--- src/rtl/flot2fxd_pkg.sv ---
// Shared constants and types for the float-to-unsigned-fixed converter.
package flot_pkg;
  localparam int IN_D  = 19;
  localparam int MAN_D = 23;
  localparam int EXP_D = 8;
  localparam int BIAS  = (1 << (EXP_D - 1)) - 1;
  localparam int CNT_W = $clog2(MAN_D + 1);

  typedef enum logic [1:0] {IDLE, SHIFT, DONE} state_t;

  function automatic int bias_of(input int ew);
    return (1 << (ew - 1)) - 1;
  endfunction
endpackage

--- src/rtl/flot2fxd_if.sv ---
// Operand/result handshake bundle between a float producer and the converter.
interface flot2fxd_if #(
  parameter int IN_W  = 19,
  parameter int MAN_W = 23,
  parameter int EXP_W = 8
);
  logic                   in_valid;
  logic                   in_ready;
  logic [EXP_W+MAN_W:0]   a;
  logic                   out_valid;
  logic                   out_ready;
  logic [IN_W-1:0]        b;
  logic                   zro;
  logic                   ovf;

  modport master (output in_valid, a, out_ready,
                  input  in_ready, out_valid, b, zro, ovf);
  modport slave  (input  in_valid, a, out_ready,
                  output in_ready, out_valid, b, zro, ovf);
endinterface

--- src/rtl/flot2fxd_classify.sv ---
// Combinational decode of a float operand into shifter load value, shift count
// and overflow flag; out-of-range operands load their final value with count 0.
module flot_classify
  import flot_pkg::*;
#(
  parameter int IN_W  = 19,
  parameter int MAN_W = 23,
  parameter int EXP_W = 8,
  parameter int CW    = 5
) (
  input  logic [EXP_W+MAN_W:0] i_a,
  output logic [MAN_W:0]       o_load,
  output logic [CW-1:0]        o_cnt,
  output logic                 o_ovf
);
  localparam logic signed [EXP_W+1:0] BIAS_L = (EXP_W+2)'(bias_of(EXP_W));
  localparam logic signed [EXP_W+1:0] IN_L   = (EXP_W+2)'(IN_W);
  localparam logic signed [EXP_W+1:0] MAN_L  = (EXP_W+2)'(MAN_W);
  localparam logic [MAN_W:0]          SAT    = (MAN_W+1)'((64'd1 << IN_W) - 64'd1);

  logic                    w_s;
  logic [EXP_W-1:0]        w_e;
  logic [MAN_W-1:0]        w_m;
  logic signed [EXP_W+1:0] w_ex;

  assign w_s  = i_a[EXP_W+MAN_W];
  assign w_e  = i_a[EXP_W+MAN_W-1:MAN_W];
  assign w_m  = i_a[MAN_W-1:0];
  assign w_ex = $signed({2'b00, w_e}) - BIAS_L;

  always_comb begin
    o_load = '0;
    o_cnt  = '0;
    o_ovf  = 1'b0;
    if (&w_e) begin
      o_ovf = 1'b1;
      if (w_m == '0 && !w_s) o_load = SAT;
    end else if (w_e == '0 || w_ex < 0) begin
      o_ovf = 1'b0;
    end else if (w_s) begin
      o_ovf = 1'b1;
    end else if (w_ex >= IN_L) begin
      o_ovf  = 1'b1;
      o_load = SAT;
    end else begin
      o_load = {1'b1, w_m};
      o_cnt  = CW'(MAN_L - w_ex);
    end
  end
endmodule

--- src/rtl/flot2fxd.sv ---
// Iterative float -> unsigned integer converter: one right-shift per cycle,
// truncating toward zero, with zero and saturation flags.
module flot2fxd
  import flot_pkg::*;
#(
  parameter int IN_W  = IN_D,
  parameter int MAN_W = MAN_D,
  parameter int EXP_W = EXP_D
) (
  input  logic        clk,
  input  logic        rst,
  flot2fxd_if.slave   io
);
  localparam int CW = $clog2(MAN_W + 1);

  state_t          r_state, w_nxt;
  logic [MAN_W:0]  r_sh;
  logic [CW-1:0]   r_cnt;
  logic            r_ovf_p;
  logic [IN_W-1:0] r_b;
  logic            r_zro;
  logic            r_ovf;

  logic [MAN_W:0]  w_load;
  logic [CW-1:0]   w_cnt;
  logic            w_ovf;

  flot_classify #(.IN_W(IN_W), .MAN_W(MAN_W), .EXP_W(EXP_W), .CW(CW)) u_cls (
    .i_a    (io.a),
    .o_load (w_load),
    .o_cnt  (w_cnt),
    .o_ovf  (w_ovf)
  );

  assign io.in_ready  = (r_state == IDLE);
  assign io.out_valid = (r_state == DONE);
  assign io.b         = r_b;
  assign io.zro       = r_zro;
  assign io.ovf       = r_ovf;

  // Every operand passes through SHIFT; special cases arrive with count 0,
  // giving them a single-cycle latency like a fully aligned mantissa.
  always_comb begin
    w_nxt = r_state;
    case (r_state)
      IDLE:    if (io.in_valid)     w_nxt = SHIFT;
      SHIFT:   if (r_cnt == '0)     w_nxt = DONE;
      DONE:    if (io.out_ready)    w_nxt = IDLE;
      default:                      w_nxt = IDLE;
    endcase
  end

  always_ff @(posedge clk) begin
    if (rst) begin
      r_state <= IDLE;
      r_sh    <= '0;
      r_cnt   <= '0;
      r_ovf_p <= 1'b0;
      r_b     <= '0;
      r_zro   <= 1'b0;
      r_ovf   <= 1'b0;
    end else begin
      r_state <= w_nxt;
      case (r_state)
        IDLE: if (io.in_valid) begin
          r_sh    <= w_load;
          r_cnt   <= w_cnt;
          r_ovf_p <= w_ovf;
        end
        SHIFT: if (r_cnt != '0) begin
          r_sh  <= r_sh >> 1;
          r_cnt <= r_cnt - 1'b1;
        end else begin
          r_b   <= r_sh[IN_W-1:0];
          r_zro <= (r_sh[IN_W-1:0] == '0);
          r_ovf <= r_ovf_p;
        end
        default: ;
      endcase
    end
  end
endmodule

--- src/flat_wrapper.sv ---
// flat-port wrapper written by rule: the top's interface ports become plain ports
module flot2fxd_flat import flot_pkg::*;
#(
  parameter int IN_W  = IN_D,
  parameter int MAN_W = MAN_D,
  parameter int EXP_W = EXP_D
)
  (clk, rst, io_in_valid, io_a, io_out_ready, io_in_ready, io_out_valid, io_b, io_zro, io_ovf);
  flot2fxd_if #(.IN_W(IN_W), .MAN_W(MAN_W), .EXP_W(EXP_W)) io_i ();
  input  logic clk;
  input  logic rst;
  input wire logic [$bits(io_i.in_valid)-1:0] io_in_valid;
  input wire logic [$bits(io_i.a)-1:0] io_a;
  input wire logic [$bits(io_i.out_ready)-1:0] io_out_ready;
  output wire logic [$bits(io_i.in_ready)-1:0] io_in_ready;
  output wire logic [$bits(io_i.out_valid)-1:0] io_out_valid;
  output wire logic [$bits(io_i.b)-1:0] io_b;
  output wire logic [$bits(io_i.zro)-1:0] io_zro;
  output wire logic [$bits(io_i.ovf)-1:0] io_ovf;
  assign io_i.in_valid = io_in_valid;
  assign io_i.a = io_a;
  assign io_i.out_ready = io_out_ready;
  assign io_in_ready = io_i.in_ready;
  assign io_out_valid = io_i.out_valid;
  assign io_b = io_i.b;
  assign io_zro = io_i.zro;
  assign io_ovf = io_i.ovf;
  flot2fxd #(.IN_W(IN_W), .MAN_W(MAN_W), .EXP_W(EXP_W)) u_core (.clk(clk), .rst(rst), .io(io_i));
endmodule
--- config.mk ---
export PLATFORM = sky130hd
export DESIGN_NAME = flot2fxd_flat
export DESIGN_NICKNAME = d
export VERILOG_FILES = /design/src/rtl/flot2fxd_pkg.sv /design/src/rtl/flot2fxd_if.sv /design/src/rtl/flot2fxd_classify.sv /design/src/rtl/flot2fxd.sv /design/src/flat_wrapper.sv
export SDC_FILE = /design/constraint.sdc
export NUM_CORES = 1
export LEC_CHECK = 0
export ABC_AREA = 1
export BUFFER_PORTS_ARGS = -buffer_cell sky130_fd_sc_hd__buf_2
export CAP_MARGIN = 25
export CELL_PAD_IN_SITES_DETAIL_PLACEMENT = 1
export CELL_PAD_IN_SITES_GLOBAL_PLACEMENT = 1
export CORE_MARGIN = 4
export CORE_UTILIZATION = 38
export DETAILED_ROUTE_END_ITERATION = 10
export GPL_ROUTABILITY_DRIVEN = 0
export GPL_TIMING_DRIVEN = 0
export PLACE_DENSITY = 0.78
export SLEW_MARGIN = 30
export SYNTH_ARGS = -nofsm -noshare
export SYNTH_HDL_FRONTEND = slang
export SYNTH_HIERARCHICAL = 1
export SYNTH_SLANG_ARGS = --single-unit
--- constraint.sdc ---
create_clock -name clk -period 2.2 [get_ports clk]
set_input_delay 0.11 -clock clk [delete_from_list [all_inputs] [get_ports clk]]
set_output_delay 0.11 -clock clk [all_outputs]
set_load 0.1 [all_outputs]
==> metrics.md, run 1 <==
| Metric | Value |
|---|---|
| Status | complete, no violations |
| Hold path cells | 2 |
| Die area | 0.00988 mm² |
| Ys async rst share | 0 |
| Crit path time final | 1.95 ns |
| Resized Gates After CTS | 0 |
| Pin count of the biggest net entering global routing | 17 |
| R2r startpoint | u_core/r_cnt[0]$_SDFFE_PP0P_ |
| Design area | 0.00370 mm² |
| Worst path max stage delay | 0.20 ns |
| Critical Path Source Type | input port |
| Tot Pwr | 3.35 mW |
| Initial antenna violation count | 0 |
| Worst Skew | 0.00846 ns |
| Leakage power | 1.94 nW |
| Sink Count | 53 |
| GR Util met2 | 0.305 |
| Worst skew pair latency | 0.30 ns |
| Relative slew slack | 0.686 |
| CTS tree | yes |
| Post-route ant nets | 0 |
| Hold Path Origin | rst |
| Number of maximum-capacitance violations | 0 |
| Nets | 616 |
| Mean post-synth cell area | around 6.3 µm² |
| Reg-to-reg slack, setup | 0.58 ns |
| Syn nets | 549 |
| Clock slew at reported path FFs | 0.09 ns |
| Row cnt | 33 |
| Final setup viols | 0 |
| Final Core Density | 0.453 |
| Dpl cells | 671 |
| Placed inst area | 0.00360 mm² |
| Hpwl dp | 7150 µm |
| Least-Margin Pin Slew | 0.466 ns |
| Yosys top cell by area | dfxtp_1 |
| I/O Pins | 59 |
| Global-route wire length before repair | 15000 µm |
| Area growth syn-to-layout | 16.5% |
| Port Buffer Count | 58 |
| Slowest CP cell | ha_1 |
| Mapped Cells | just over 500 |
| Power Dens Cells | 906 mW/mm² |
| Total negative setup slack | 0 ns |
| CP top delay family | simple AND/OR/NAND/NOR gates |
| Most frequent cells in the layout | 124 x nand2_1, 118 x nor2_1, 64 x buf_2, 60 x o21ai_0, 54 x inv_1 |
| Total CTS buffers | 5 |
| RSZ-0062 raised after global routing | false |
| DR vias/cell | 4.71 |
| Root Driver | clkbuf_8 |
| HP Class | in -> reg |
| Total Routing Usage GR | 0.183 |
| Final Hold Fails | 0 |
| Critical path data required time | 2.39 ns |
| Cell mode on critical path | nand2_1 |
| Core area | 0.00818 mm² |
| Vias in the first global route | 3256 |
| Final std cells w/o fill | 681 |
| Synthesized area | 0.00318 mm² |
| WL final | 8720 µm |
| DR vias | 3206 |
| Max Slew Vio Count | 0 |
| Peak supply drop | 0.000257 V |
| EDFF count, synth | 0 |
| Seq/Total Area, Yosys | 0.334 |
| Die X | roughly 100 µm |
| CP max FO | 10 |
| GRT met3 Usage | 0.0224 |
| Reg2reg end | u_core/io.b[1]$_SDFFE_PP0P_ |
| Nature of the critical path endpoint | flip-flop |
| Clock Tree Buf Depth | 2 |
| Antenna cells | 0 |
| Synth cell types | 35 |
| DRC Markers | 0 |
| Die height | between 90 and 100 µm |
| Sum of buffers and inverters on the critical path | 4 |
| GRT overflow | 0 |
| Top_reg_cell synth | dfxtp_1 |
| Starting Density | 0.388 |
| Share of post-route cells with drive strength above 1 | 0.207 |
| Grt met1 use | 0.251 |
| DRT Pass-1 Iters | 4 |
| Busiest grt layer | met2 |
| Yosys synthesis warning count | 6 |
| Largest cells by area after synthesis | dfxtp_1 33%, nand2_1 15%, nor2_1 14% |
| Crit-path cells | buf_2 > ha_1 > nand2_2 > inv_1 > nand3b_1 > nand2_1 > ha_1 > inv_1 > nand2_1 > nor2_1 > nand3_2 > nand2_4 > buf_12 > nand2_2 > nand2_1 > nand2_1 > nand2_1 > o21ai_0 > nor2_1 > nor2_1 |
| Hold buffers post-CTS | 0 |
| Tcrit/Tclk final | 0.886 |
| Synth Register Bits | 53 |
| Arr. time, crit path | 2.14 ns |
| CTS H-tree depth | 2 |
| End of the worst hold path | u_core/r_sh[23]$_SDFFE_PP0P_ |
| Most common cell after layout, fill and taps aside | nand2_1 |
| F_max | a little over 500 MHz |
| Reg2reg path depth | 8 |
| Crit Path Class | in -> reg |
| Critical path startpoint | io_a[24] |
| Top cell type's share of synthesized area | 0.334 |
| DR iter-0 viols | 116 |
| WL/cell | 12.8 µm |
## area by class of cell
class,instances,area [µm²]
fillers,1150,4470
plain buffers,21,149
multi-input cells,375,1740
clock buffers,6,72.6
well taps,105,131
flip-flops and latches,53,1060
inverters,59,229
repair buffers,60,305
clock inverters,2,13.8
## cells in the mapped netlist, types with 2 or more instances
cell,number
nand2_2,15
nand2_1,124
buf_2,6
nand4_1,4
o21ai_0,60
nor2_4,3
clkbuf_1,5
buf_6,5
nand2_4,2
inv_1,54
buf_4,2
inv_2,4
nand3_2,2
nor4_1,2
nor2_2,4
a21oi_1,5
nor2_1,119
nand3_1,16
ha_1,5
dfxtp_1,53
o21ai_1,4
## cells by family after synthesis
family,count (synthesis),share of synthesized area
and+or+nand+nor,298,0.411
buffers and inverters,80,0.119
AOI/OAI and AO/OA,71,0.114
DFF,53,0.334
adders and majority gates,5,0.0197
xor gates and xnor gates,1,0.00276
## worst max path at each step
stage | endpoint | slack (ns) | cells after the start
after floorplan | u_core/r_sh[6]$_SDFFE_PP0P_ | 0.17 | 7
after global placement | u_core/r_sh[13]$_SDFFE_PP0P_ | -0.002 | 20
after detailed placement | u_core/r_sh[15]$_SDFFE_PP0P_ | -0.09 | 20
after CTS | u_core/r_sh[15]$_SDFFE_PP0P_ | 0.23 | 20
after global routing | u_core/r_sh[15]$_SDFFE_PP0P_ | 0.05 | 20
final | u_core/r_sh[15]$_SDFFE_PP0P_ | 0.25 | 20
## worst reg2reg max path, delay by kind of cell (launching register included)
| kind | cells | cell delay [ns] |
|---|---|---|
| buffers and inverters | 3 | 0.33 |
| flip-flops | 1 | 0.33 |
| AND/OR/NAND/NOR | 3 | 0.36 |
| AO/OA/AOI/OAI | 1 | 0.23 |
| adder cells (fa/ha/maj) | 1 | 0.28 |
## metal layers
metal	routed length, µm	vias to the layer above
met5	0	-
met4	102	0
met3	413	8
met2	3870	69
met1	4320	1431
li1	-	1698
## flip-flops by register name (all words and copies together) (netlist names)
| signal | count |
|---|---|
| u_core/io.ovf | 1 |
| u_core/io.zro | 1 |
| u_core/r_cnt | 5 |
| u_core/r_ovf_p | 1 |
| u_core/r_state | 2 |
| u_core/r_sh | 24 |
| u_core/io.b | 19 |
## where the power goes
part	switching [mW]	internal (mW)
Sequential	0.121	1.14
Clock	0.322	0.228
Combinational	1.14	0.403
## what timing repair did
action | CTS | global route
setup buffers | 0 | 2
hold endpoints to repair | 0 | 0
setup endpoints to repair | 0 | 1
## metrics by stage
stage          hold WS, ns  setup WS (ns)
6_report            0.0511          0.250
5_1_grt             0.0560         0.0475
4_1_cts             0.0532          0.225
3_5_place_dp         0.372        -0.0896
3_3_place_gp         0.376       -0.00159
2_1_floorplan        0.179          0.173
Note: power is estimated with default switching activity, not from simulation.
==> inputs of run 2 (changes only) <==
--- a/config.mk
+++ b/config.mk
@@ -8,14 +8,12 @@
 export ABC_AREA = 1
 export BUFFER_PORTS_ARGS = -buffer_cell sky130_fd_sc_hd__buf_2
 export CAP_MARGIN = 25
-export CELL_PAD_IN_SITES_DETAIL_PLACEMENT = 1
-export CELL_PAD_IN_SITES_GLOBAL_PLACEMENT = 1
-export CORE_MARGIN = 4
-export CORE_UTILIZATION = 38
+export CORE_MARGIN = 8
+export CORE_UTILIZATION = 29
 export DETAILED_ROUTE_END_ITERATION = 10
 export GPL_ROUTABILITY_DRIVEN = 0
 export GPL_TIMING_DRIVEN = 0
-export PLACE_DENSITY = 0.78
+export PLACE_DENSITY = 0.46
 export SLEW_MARGIN = 30
 export SYNTH_ARGS = -nofsm -noshare
 export SYNTH_HDL_FRONTEND = slang
==> run 2 against run 1 <==
Net effect: clock skew rose by 0.0015 ns; final cell count rose by 4.8%; clock power fell by 2%; non-clock buffer count fell by 2; power fell by 1.0%.
==> metrics.md, run 2 (synthesis gave the netlist of run 1 again) <==
| Metric | Value |
|---|---|
| Reg with most FFs | u_core/r_sh |
| Die area | 0.0146 mm² (+47%) |
| Status | complete, no violations |
| Most frequent cells in the layout | 124 x nand2_1, 118 x nor2_1, 64 x buf_2, 60 x o21ai_0, 54 x inv_1 |
| Crit-path cells | buf_2 > ha_1 > nand2_2 > inv_1 > nand3b_1 > nand2_1 > ha_1 > inv_1 > nand2_1 > nor2_1 > nand3_2 > nand2_4 > buf_12 > nand2_2 > nand2_1 > nand2_1 > nand2_1 > o21ai_0 > nor2_1 > nor2_1 |
| Nature of the critical path endpoint | flip-flop |
| Peak supply drop | 0.000327 V (+27%) |
| Critical path data required time | 2.41 ns (+0.02 ns) |
| WL/cell | 11.6 µm (-9.0%) |
| DRT Pass-1 Iters | 4 (unchanged) |
| Multi-input gate area | 0.00174 mm² (unchanged) |
| I/O Pins | 59 (unchanged) |
| Worst Skew | 0.00995 ns (+0.00150 ns) |
| Die height | 121 µm (+21%) |
| Arr. time, crit path | 2.12 ns (-0.02 ns) |
| Cell mode on critical path | nand2_1 |
| DRC Markers | 0 (unchanged) |
| Crit Path Class | in -> reg |
| Die X | 121 µm (+21%) |
| Initial antenna violation count | 0 (unchanged) |
| Final Hold Fails | 0 (unchanged) |
| GRT overflow | 0 (unchanged) |
| Fill cells | 1266 (+10%) |
| Number of maximum-capacitance violations | 0 (unchanged) |
| Worst path max stage delay | 0.21 ns (about the same) |
| Hpwl dp | 6790 µm (-4.9%) |
| Tot Pwr | 3.32 mW (-1.0%) |
| Nets | 614 (-0.32%) |
| Slowest CP cell | ha_1 |
| Place WS | -0.0250 ns (+0.0645 ns) |
| Share of post-route cells with drive strength above 1 | 0.202 (-0.00451) |
| DR vias/cell | 4.27 (-9.3%) |
| Max Slew Vio Count | 0 (unchanged) |
| Max reg flops | 24 (unchanged) |
| Setup bufs post-CTS | 0 (unchanged) |
| Area growth syn-to-layout | 17.4% |
| Antenna cells | 0 (unchanged) |
| CTS tree | yes |
| Core area | 0.0107 mm² (+31%) |
| Worst skew pair latency | 0.31 ns (about the same) |
| Vias in the first global route | 2909 (-11%) |
| Global-route wire length before repair | 14000 µm (-6.9%) |
| Resized Gates After CTS | 0 (unchanged) |
| Final std cells w/o fill | 714 (+4.8%) |
| Total Routing Usage GR | 0.117 (-0.0656) |
| Register area | 0.00106 mm² (unchanged) |
| Power Dens Cells | 891 mW/mm² (-1.7%) |
| Least-Margin Pin Slew | 0.492 ns (+0.0261 ns) |
| CTS H-tree depth | 2 (unchanged) |
| Hold buffers post-CTS | 0 (unchanged) |
| Clock Tree Buf Depth | 2 (unchanged) |
| Sink Count | 53 (unchanged) |
| Final setup viols | 0 (unchanged) |
| Clock slew at reported path FFs | 0.09 ns (about the same) |
| Row cnt | 38 (+15%) |
| Relative slew slack | 0.674 (-0.0123) |
| F_max | 524 MHz (+2.1%) |
| Tcrit/Tclk final | 0.868 (-0.0183) |
| Final Core Density | 0.347 (-0.106) |
| RSZ-0062 raised after global routing | false |
| Pin count of the biggest net entering global routing | 16 (-1) |
| DR vias | 3049 (-4.9%) |
| Leakage power | 1.92 nW (-0.87%) |
| Crit path time final | 1.91 ns (-0.0402 ns) |
| Post-route ant nets | 0 (unchanged) |
| Port Buffer Count | 58 (unchanged) |
| DR iter-0 viols | 129 (+11%) |
| Most common cell after layout, fill and taps aside | nand2_1 |
| Sum of buffers and inverters on the critical path | 4 (unchanged) |
| Starting Density | 0.296 (-0.0929) |
| Dpl cells | 706 (+5.2%) |
| WL final | 8320 µm (-4.6%) |
| Root Driver | clkbuf_8 |
| Total CTS buffers | 5 (unchanged) |
| Worst Slack Setup Final | 0.290 ns (+0.0402 ns) |
| CP max FO | 10 (unchanged) |
| HP Class | in -> reg |
| CP top delay family | simple AND/OR/NAND/NOR gates |
| Critical Path Source Type | input port |
==> run 2: changes by cell type in the layout (fill, tap and decap cells not counted) <==
| cell | previous run | this run |
|---|---|---|
| clkinv_2 | 1 | 0 |
| clkinvlp_4 | 0 | 1 |
| inv_6 | 1 | 0 |
| clkbuf_1 | 6 | 7 |
| buf_4 | 4 | 2 |
==> run 2: path summary, 6_finish.rpt <==
kind	slack, ns	cells past startpoint	to	start
max	0.29	20	u_core/r_sh[15]$_SDFFE_PP0P_	io_a[23]
min reg2reg	0.48	2	u_core/io.b[14]$_SDFFE_PP0P_	u_core/io.b[14]$_SDFFE_PP0P_
max reg2reg	0.63	8	u_core/io.b[5]$_SDFFE_PP0P_	u_core/r_cnt[0]$_SDFFE_PP0P_
min	0.04	2	u_core/r_state[0]$_SDFFE_PP0P_	rst
==> run 2: through the flow <==
step           hold slack (ns)  TNS (ns)  area (µm²)
3_3_place_gp             0.369    -0.117        3640
5_1_grt                 0.0292         0        3730
6_report                0.0427         0        3730
3_5_place_dp             0.371   -0.0740        3640
2_1_floorplan            0.179         0        3180
4_1_cts                 0.0409         0        3730
==> run 2: layout make-up <==
cell class              instances  share of cell area
multi-input cells             375               0.467
clock inverters                 1             0.00201
clock buffers                   7              0.0205
repair buffers                 58              0.0779
inverters                      59              0.0614
plain buffers                  21              0.0399
flip-flops and latches         53               0.285
well taps                     140              0.0470
==> run 2: worst reg2reg max path, stage by stage (launching register included) <==
cell     delay, ns
dfxtp_1       0.32
inv_1         0.09
ha_1          0.27
nand3_4       0.13
nor2_4        0.16
inv_2         0.06
buf_2         0.17
o21ai_0       0.21
nor2_1        0.06
==> run 2: metal layers <==
metal / up-vias / track usage / share of wire
met3: 5 / 0.0242 / 0.051
met2: 73 / 0.174 / 0.40
met1: 1271 / 0.165 / 0.54
met4: 0 / 0.0375 / 0.013
met5: - / 0 / 0
li1: 1700 / - / -
==> run 2: power by group <==
group,internal (mW),switching [mW],total [mW]
Combinational,0.400,1.13,1.53
Sequential,1.14,0.117,1.25
Clock,0.226,0.314,0.540
Total,1.76,1.56,3.32
